**src/rtl/pipeline_pkg.sv**
```systemverilog
// rtl/pipeline_pkg.sv - shared number type and width helpers for the pipeline stages
package pipeline_pkg;

    localparam int NUM_WIDTH = 5;

    typedef logic [NUM_WIDTH-1:0] num_t;

    // Occupancy counters must represent 0..depth inclusive.
    function automatic int count_width(input int depth);
        return $clog2(depth + 1);
    endfunction

endpackage

```
**src/rtl/fifo_stage_if.sv**
```systemverilog
// rtl/fifo_stage_if.sv - valid/ready/num handshake bundle for fifo_stage
interface fifo_stage_if
    import pipeline_pkg::*;
#(
    parameter int WIDTH = NUM_WIDTH,
    parameter int DEPTH = 4
) ();

    localparam int CNT_W = count_width(DEPTH);

    logic             prev_valid;
    logic             this_ready;
    logic             this_valid;
    logic             next_ready;
    logic [WIDTH-1:0] input_num;
    logic [WIDTH-1:0] output_num;
    logic [CNT_W-1:0] count;

    // slave is the stage itself; master is whatever surrounds it
    modport slave (
        input  prev_valid, next_ready, input_num,
        output this_ready, this_valid, output_num, count
    );

    modport master (
        output prev_valid, next_ready, input_num,
        input  this_ready, this_valid, output_num, count
    );

endinterface

```
**src/rtl/fifo_stage.sv**
```systemverilog
// rtl/fifo_stage.sv - elastic FIFO buffering stage, DEPTH entries, registered controls
module fifo_stage
    import pipeline_pkg::*;
#(
    parameter int WIDTH = NUM_WIDTH,
    parameter int DEPTH = 4
) (
    input  logic         clk,
    input  logic         reset,
    fifo_stage_if.slave  bus
);

    localparam int PTR_W = $clog2(DEPTH);
    localparam int CNT_W = count_width(DEPTH);
    localparam logic [CNT_W-1:0] FULL_CNT = CNT_W'(DEPTH);

    if (DEPTH < 2 || (DEPTH & (DEPTH - 1)) != 0) begin : g_bad_depth
        $error("fifo_stage: DEPTH must be a power of two and at least 2");
    end

    logic [WIDTH-1:0] mem [DEPTH];
    logic [PTR_W-1:0] wr_ptr;
    logic [PTR_W-1:0] rd_ptr;
    logic [CNT_W-1:0] count_q;
    logic             push;
    logic             pop;

    // Ready depends only on reset and stored occupancy, never on next_ready.
    assign bus.this_ready = !reset && (count_q != FULL_CNT);
    assign bus.this_valid = (count_q != '0);
    assign bus.output_num = bus.this_valid ? mem[rd_ptr] : '0;
    assign bus.count      = count_q;

    assign push = bus.prev_valid && bus.this_ready;
    assign pop  = bus.this_valid && bus.next_ready;

    always_ff @(posedge clk or posedge reset) begin
        if (reset) begin
            wr_ptr  <= '0;
            rd_ptr  <= '0;
            count_q <= '0;
            for (int i = 0; i < DEPTH; i++) begin
                mem[i] <= '0;
            end
        end else begin
            if (push) begin
                mem[wr_ptr] <= bus.input_num;
                wr_ptr      <= wr_ptr + PTR_W'(1);
            end
            if (pop) begin
                rd_ptr <= rd_ptr + PTR_W'(1);
            end
            case ({push, pop})
                2'b10:   count_q <= count_q + CNT_W'(1);
                2'b01:   count_q <= count_q - CNT_W'(1);
                default: count_q <= count_q;
            endcase
        end
    end

`ifdef FORMAL
    always_comb begin
        if (!reset) begin
            assert (count_q <= FULL_CNT);
            assert (bus.this_valid == (count_q != '0));
            assert (!bus.this_ready || (count_q < FULL_CNT));
            assert (count_q[PTR_W-1:0] == PTR_W'(wr_ptr - rd_ptr));
            if (wr_ptr == rd_ptr) begin
                assert ((count_q == '0) || (count_q == FULL_CNT));
            end
        end
    end

    assert property (@(posedge clk) disable iff (reset)
        (bus.this_valid && !bus.next_ready) |=> (bus.this_valid && $stable(bus.output_num)));
`endif

endmodule

```
**src/flat_wrapper.sv**
```systemverilog
// flat-port wrapper written by rule: the top's interface ports become plain ports
module fifo_stage_flat import pipeline_pkg::*;
#(
    parameter int WIDTH = NUM_WIDTH,
    parameter int DEPTH = 4
)
  (clk, reset, bus_prev_valid, bus_next_ready, bus_input_num, bus_this_ready, bus_this_valid, bus_output_num, bus_count);
  fifo_stage_if #(.WIDTH(WIDTH), .DEPTH(DEPTH)) bus_i ();
  input  logic clk;
  input  logic reset;
  input wire logic [$bits(bus_i.prev_valid)-1:0] bus_prev_valid;
  input wire logic [$bits(bus_i.next_ready)-1:0] bus_next_ready;
  input wire logic [$bits(bus_i.input_num)-1:0] bus_input_num;
  output wire logic [$bits(bus_i.this_ready)-1:0] bus_this_ready;
  output wire logic [$bits(bus_i.this_valid)-1:0] bus_this_valid;
  output wire logic [$bits(bus_i.output_num)-1:0] bus_output_num;
  output wire logic [$bits(bus_i.count)-1:0] bus_count;
  assign bus_i.prev_valid = bus_prev_valid;
  assign bus_i.next_ready = bus_next_ready;
  assign bus_i.input_num = bus_input_num;
  assign bus_this_ready = bus_i.this_ready;
  assign bus_this_valid = bus_i.this_valid;
  assign bus_output_num = bus_i.output_num;
  assign bus_count = bus_i.count;
  fifo_stage #(.WIDTH(WIDTH), .DEPTH(DEPTH)) u_core (.clk(clk), .reset(reset), .bus(bus_i));
endmodule
```
**config.mk**
```make
export PLATFORM = sky130hd
export DESIGN_NAME = fifo_stage_flat
export DESIGN_NICKNAME = d
export VERILOG_FILES = /design/src/rtl/pipeline_pkg.sv /design/src/rtl/fifo_stage_if.sv /design/src/rtl/fifo_stage.sv /design/src/flat_wrapper.sv
export SDC_FILE = /design/constraint.sdc
export NUM_CORES = 1
export LEC_CHECK = 0
export ABC_AREA = 0
export ABC_CLOCK_PERIOD_IN_PS = 5600
export CAP_MARGIN = 20
export CORE_MARGIN = 5
export CORE_UTILIZATION = 45
export CTS_BUF_LIST = sky130_fd_sc_hd__clkbuf_8
export CTS_CLUSTER_SIZE = 12
export DETAILED_ROUTE_END_ITERATION = 8
export GPL_TIMING_DRIVEN = 0
export PLACE_DENSITY = 0.76
export SLEW_MARGIN = 25
export SYNTH_ARGS = -nofsm -noshare
export SYNTH_HDL_FRONTEND = slang
export SYNTH_SLANG_ARGS = --single-unit
```
**constraint.sdc**
```tcl
create_clock -name clk -period 5.6 [get_ports clk]
set_clock_uncertainty 0.15 [all_clocks]
set_input_delay 0.56 -clock clk [delete_from_list [all_inputs] [get_ports clk]]
set_output_delay 0.56 -clock clk [all_outputs]
set_load 0.005 [all_outputs]
```
# After elaboration in Yosys (flattened, before gate mapping)
# Index checks and enable logic that the tools add are counted.
[classes]
addsub = 4
muxes = 8
magnitude_cmp = 3
n_reduce_logical = 7
n_bitwise = 2
n_eq_ne = 3
[op_table]
columns = ["op", "count"]
rows = [
  ["$bwmux 20", 1],
  ["$mux 5", 4],
  ["$bmux 5 s2", 1],
  ["$demux 5 s2", 1],
  ["$ge 3x3->1 const B", 2],
  ["$not 2->3", 2],
  ["$pmux 3 s2", 1],
  ["$add 2x1->2 const B", 2],
  ["$logic_and 1x1->1", 4],
  ["$add 3x1->3 const B", 1],
  ["$lt 3x1->1 const B", 1],
  ["$ne 3x3->1 const B", 1],
  ["$reduce_bool 3->1", 1],
  ["$sub 3x1->3 const B", 1],
  ["$eq 2x1->1 const B", 1],
  ["$eq 2x2->1 const B", 1],
  ["$reduce_bool 2->1", 1],
  ["$logic_not 1->1", 1],
]
[word_totals]
wordCells = 34
out_inout_bits = 10
input_bits = 9
ff_bits = 27

# Logic depth before layout (Yosys ltp)
[depth]
depth_word = 6
ltp_mapped = 9
depth_no_buf = 9

# Least setup slack after synthesis
# OpenSTA, ideal clock, no wires.
[synth_timing]
path_kind = "register to register"
startpoint = "reg u_core.count_q[0] (netlist: u_core.bus.count[0])"
endpoint = "reg u_core.count_q[2] (netlist: u_core.bus.count[2])"
setup_time_ns = 0.079
required_time_ns = 5.371
arrival_time_ns = 2.093
period_less_slack_ns = 2.322
setup_slack_ns = 3.278
path_buffers = 0
stages_incl_launch_ff = 10
cell_sequence = "dfrtp_1 nor3b_4 nor3b_2 inv_1 ha_1 inv_1 fa_1 xor2_1 nor2_1 xor2_1"
[synth_via]
elab_chain_len = 5
word_cells_on_any_way = 11
classes_between = "add/sub (2); eq/ne (3); mux (1); reduce/logical (5)"
[synth_lines]
columns = ["item", "line", "text"]
rows = [
  ["start: declaration", "fifo_stage.sv:24", "logic [CNT_W-1:0] count_q;"],
  ["start signal: assignment", "fifo_stage.sv:54", "2'b10: count_q <= count_q + CNT_W'(1);"],
  ["start signal: assignment", "fifo_stage.sv:55", "2'b01: count_q <= count_q - CNT_W'(1);"],
  ["start signal: assignment", "fifo_stage.sv:56", "default: count_q <= count_q;"],
  ["$ne 3x3->1", "fifo_stage.sv:29", "assign bus.this_ready = !reset && (count_q != FULL_CNT);"],
  ["$logic_and 1x1->1", "fifo_stage.sv:29", ""],
  ["$logic_and 1x1->1", "fifo_stage.sv:34", "assign push = bus.prev_valid && bus.this_ready;"],
  ["$eq 2x1->1 / $eq 2x2->1 (equally long branches)", "fifo_stage.sv:53", "case ({push, pop})"],
  ["$pmux 3 s2 / $reduce_bool 2->1 (equally long branches)", "-", ""],
]
# Parallel ways exist; a longest one is shown, timed or not.
# A chain may end at the register's enable or synchronous reset.

# Worst setup path in the final report
[layout_timing]
startpoint = "reg u_core.rd_ptr[0]"
endpoint = "out bus_output_num[2]"
[layout_via]
elab_chain_len = 5
[layout_lines]
columns = ["item", "line", "text"]
rows = [
  ["start: declaration", "fifo_stage.sv:23", "logic [PTR_W-1:0] rd_ptr;"],
  ["start signal: assignment", "fifo_stage.sv:51", "rd_ptr <= rd_ptr + PTR_W'(1);"],
  ["$not 2->3 (implied by the code)", "fifo_stage.sv:31", "assign bus.output_num = bus.this_valid ? mem[rd_ptr] : '0;"],
  ["$bmux 5 s2", "fifo_stage.sv:31", ""],
  ["$mux 5 (implied by the code) (2 in a row)", "fifo_stage.sv:31", ""],
  ["$mux 5", "fifo_stage.sv:31", ""],
  ["end: declaration", "flat_wrapper.sv:16", "output wire logic [$bits(bus_i.output_num)-1:0] bus_output_num;"],
]
# Every way passes these cells. The select of a mux whose other input is x is not followed.

==> run summary <==
Final setup viols -> 0
Worst EP required -> 4.89 ns
Maximum clock path buffer count -> 2
Seq pwr share -> 0.389
Family with the most delay on the worst path -> buffers and inverters
M3 GR Usage -> 0.01709
Total clock sinks -> 27
DR pass1 iterations -> 4
Worst reg2reg startpoint -> u_core.bus.count[0]
CORE AREA -> 3003 um^2
PD cells -> 553.0 nW/um^2
Diodes inserted -> 0
VDD IR max -> 0.2277 mV
DR vias -> 788
Placed instance area -> 1602 um^2
Cell count after synthesis -> 96
Layout cells sized above 1 -> 0.1525
Critical path type -> flop to output pin
Global routing's busiest layer -> met2
GR Overflow Total -> 0
CP Capture Type -> output pin
M1 GR Usage -> 0.1629
Crit-path cells -> buf_2, mux4_2, and2_1, clkdlybuf4s50_1
Switching Fraction -> 0.3222
Syn_nets -> 111
TritonCTS buffer count -> 3
Sw Pwr -> 0.2942 mW
Post-CTS Setup Bufs -> 0
R2R setup slack -> 3.06 ns
Final RePlAce weighted congestion -> 0.7097
Largest net degree at the start of global routing -> 28
Setup TNS -> 0 ns
Worst skew pair latency -> 0.27 ns
Crit path buf inv count -> 2
Total track usage -> 0.1322
Die height -> 65.38 um
Buffers on Ports -> 18
CTS clk-pin slew, worst paths -> 0.10 ns
Hold Path Class -> flop to flop
Vias in the first global route -> 903
Least-Margin Pin Slew -> 0.5714 ns
Hold depth -> 1
CTS resizes -> 0
RSZ-0062 raised after global routing -> false
Comb power frac -> 0.486
Site Rows -> 20
# DRC -> 0
Die Area -> 4275 um^2
WL/cell -> 16.22 um
Iter 0 DRT Violations -> 23
First-pass GRT wire length -> 4278 um
LEAKAGE -> 0.7004 nW
TritonCTS clock tree -> done
Number of nets in the layout -> 134
Register area -> 675.6 um^2
Hold endpoint -> u_core.mem[8]
Hold_buf cts -> 0
Yosys reg bits -> 27
Io pins -> 19
Fin crit period -> 2.690 ns
Yosys cell types -> 20
Achievable Freq -> 371.7 MHz
Seq/Total Area, Yosys -> 0.4896
Post-synth EDFFs -> 0
Clock power share -> 0.124
H-tree Lvls -> 1
Post-synth ARST share -> 1.000
Crit path launch -> u_core.rd_ptr[0]
Worst reg2reg path endpoint -> u_core.bus.count[2]
Arrival time worst endpoint -> 1.98 ns
Final cycle utilization of the critical path -> 0.4804
Post-synth top flop -> dfrtp_1
Design area -> 1652 um^2
Int Power -> 0.6191 mW
Pins Over Slew Limit -> 0
Initial antenna violation count -> 0
Slew headroom -> 0.6186
Synthesized area -> 1380 um^2
Hold_sp -> u_core.mem[8]
DRT Wirelength -> 2449 um
Area Overhead vs Synth -> 19.67%
Total design power -> 0.9133 mW
Layout fillers -> 248
Worst reg2reg path depth -> 9
Remaining antenna violation count after routing -> 0
Slowest CP cell -> mux4_2
Met2 GRT Util -> 0.2326
Chip width -> 65.38 um
Fin. Hold Viols -> 0
Clk root buf -> clkbuf_8
Crit path max fanout -> 7
Mapped Avg Cell Area -> 14.38 um^2
DPL Wire Length -> 1813 um
Run status -> completed
Multi-input gate area -> 665.6 um^2
CP peak stage delay -> 0.52 ns
Vias/cell -> 5.219
Starting Density -> 0.4596
Total of warnings raised by yosys -> 0
Max Cap Viol -> 0
Crit path launch type -> flop
-- cell usage after synthesis (2+ instances only) --
master	n	share of area
mux2_1	20	0.16
clkbuf_1	2	0.0054
xor2_1	3	0.019
nor3_4	4	0.047
mux4_2	5	0.082
nand2_1	4	0.011
ha_1	5	0.045
and2_1	6	0.027
nor2_1	2	0.0054
xnor2_1	3	0.019
dfrtp_1	27	0.49
inv_1	7	0.019
-- worst max path at each step --
stage	slack, ns	end	cells after the start
finish	2.91	bus_output_num[2]	4
global route	2.78	bus_output_num[4]	4
CTS	2.89	bus_output_num[2]	4
detailed placement	2.69	u_core.bus.count[2]	9
global placement	2.79	u_core.bus.count[2]	9
floorplan	3.28	u_core.bus.count[2]	9
-- cells by family (layout without fill, tap and decap cells) --
group / after synthesis / count (layout) / share of synthesized area
and+or+nand+nor: 20 / 20 / 0.1215
xor gates and xnor gates: 6 / 6 / 0.03808
buffers and inverters: 10 / 32 / 0.02811
DFF: 27 / 27 / 0.4896
adders and majority gates: 6 / 6 / 0.05984
muxes: 27 / 27 / 0.2629
-- layout make-up --
type,instances,area share
Tap cell,33,0.02500
Inverter,7,0.01591
Timing Repair Buffer,18,0.1091
Buffer,3,0.007576
Sequential cell,27,0.4091
Clock buffer,3,0.02500
Multi-Input combinational cell,59,0.4030
Clock inverter,1,0.005303
-- flip-flops by register name (all words and copies together) (netlist names) --
signal	flops
u_core.mem	20
u_core.bus.count	3
u_core.wr_ptr	2
u_core.rd_ptr	2
-- through the flow --
stage	hold slack, ns	worst slack [ns]	cells	utilization
finish	0.3411	2.910	151	0.5500
global route	0.3557	2.785	151	0.5500
CTS	0.3476	2.888	151	0.5500
detailed placement	0.3252	2.689	147	0.5333
global placement	0.3115	2.785	147	0.5333
floorplan	0.3024	3.278	96	-
-- power by group through the flow --
stage | Sequential (mW) | Clock, mW | Combinational (mW)
global route | 0.367 | 0.123 | 0.494
floorplan | 0.341 | 0 | 0.288
global placement | 0.348 | 0 | 0.432
detailed placement | 0.359 | 0 | 0.453
finish | 0.355 | 0.114 | 0.444
CTS | 0.355 | 0.117 | 0.455
-- placed cells by master (no fill, tap or decap) --
| cell type | Yosys | layout |
|---|---|---|
| and2_1 | 6 | 6 |
| buf_2 | 1 | 1 |
| clkbuf_1 | 2 | 2 |
| clkbuf_8 | 0 | 3 |
| clkdlybuf4s50_1 | 0 | 18 |
| dfrtp_1 | 27 | 27 |
| fa_1 | 1 | 1 |
| ha_1 | 5 | 5 |
| inv_1 | 7 | 6 |
| inv_2 | 0 | 1 |
| inv_6 | 0 | 1 |
| mux2_1 | 20 | 20 |
| mux2_4 | 1 | 1 |
| mux2i_1 | 1 | 1 |
| mux4_2 | 5 | 5 |
| nand2_1 | 4 | 4 |
| nand3_1 | 1 | 1 |
| nor2_1 | 2 | 2 |
| nor3_4 | 4 | 4 |
| nor3b_2 | 1 | 1 |
| nor3b_4 | 1 | 1 |
| or3_1 | 1 | 1 |
| xnor2_1 | 3 | 3 |
| xor2_1 | 3 | 3 |
-- per-layer routing --
| metal | share of wire | wire length, um | vias up |
|---|---|---|---|
| li1 | - | - | 375 |
| met1 | 0.43 | 1065 | 393 |
| met2 | 0.52 | 1267 | 14 |
| met3 | 0.025 | 62 | 6 |
| met4 | 0.022 | 53 | 0 |
| met5 | 0 | 0 | - |
No activity file was read; power rests on OpenSTA's default activity.
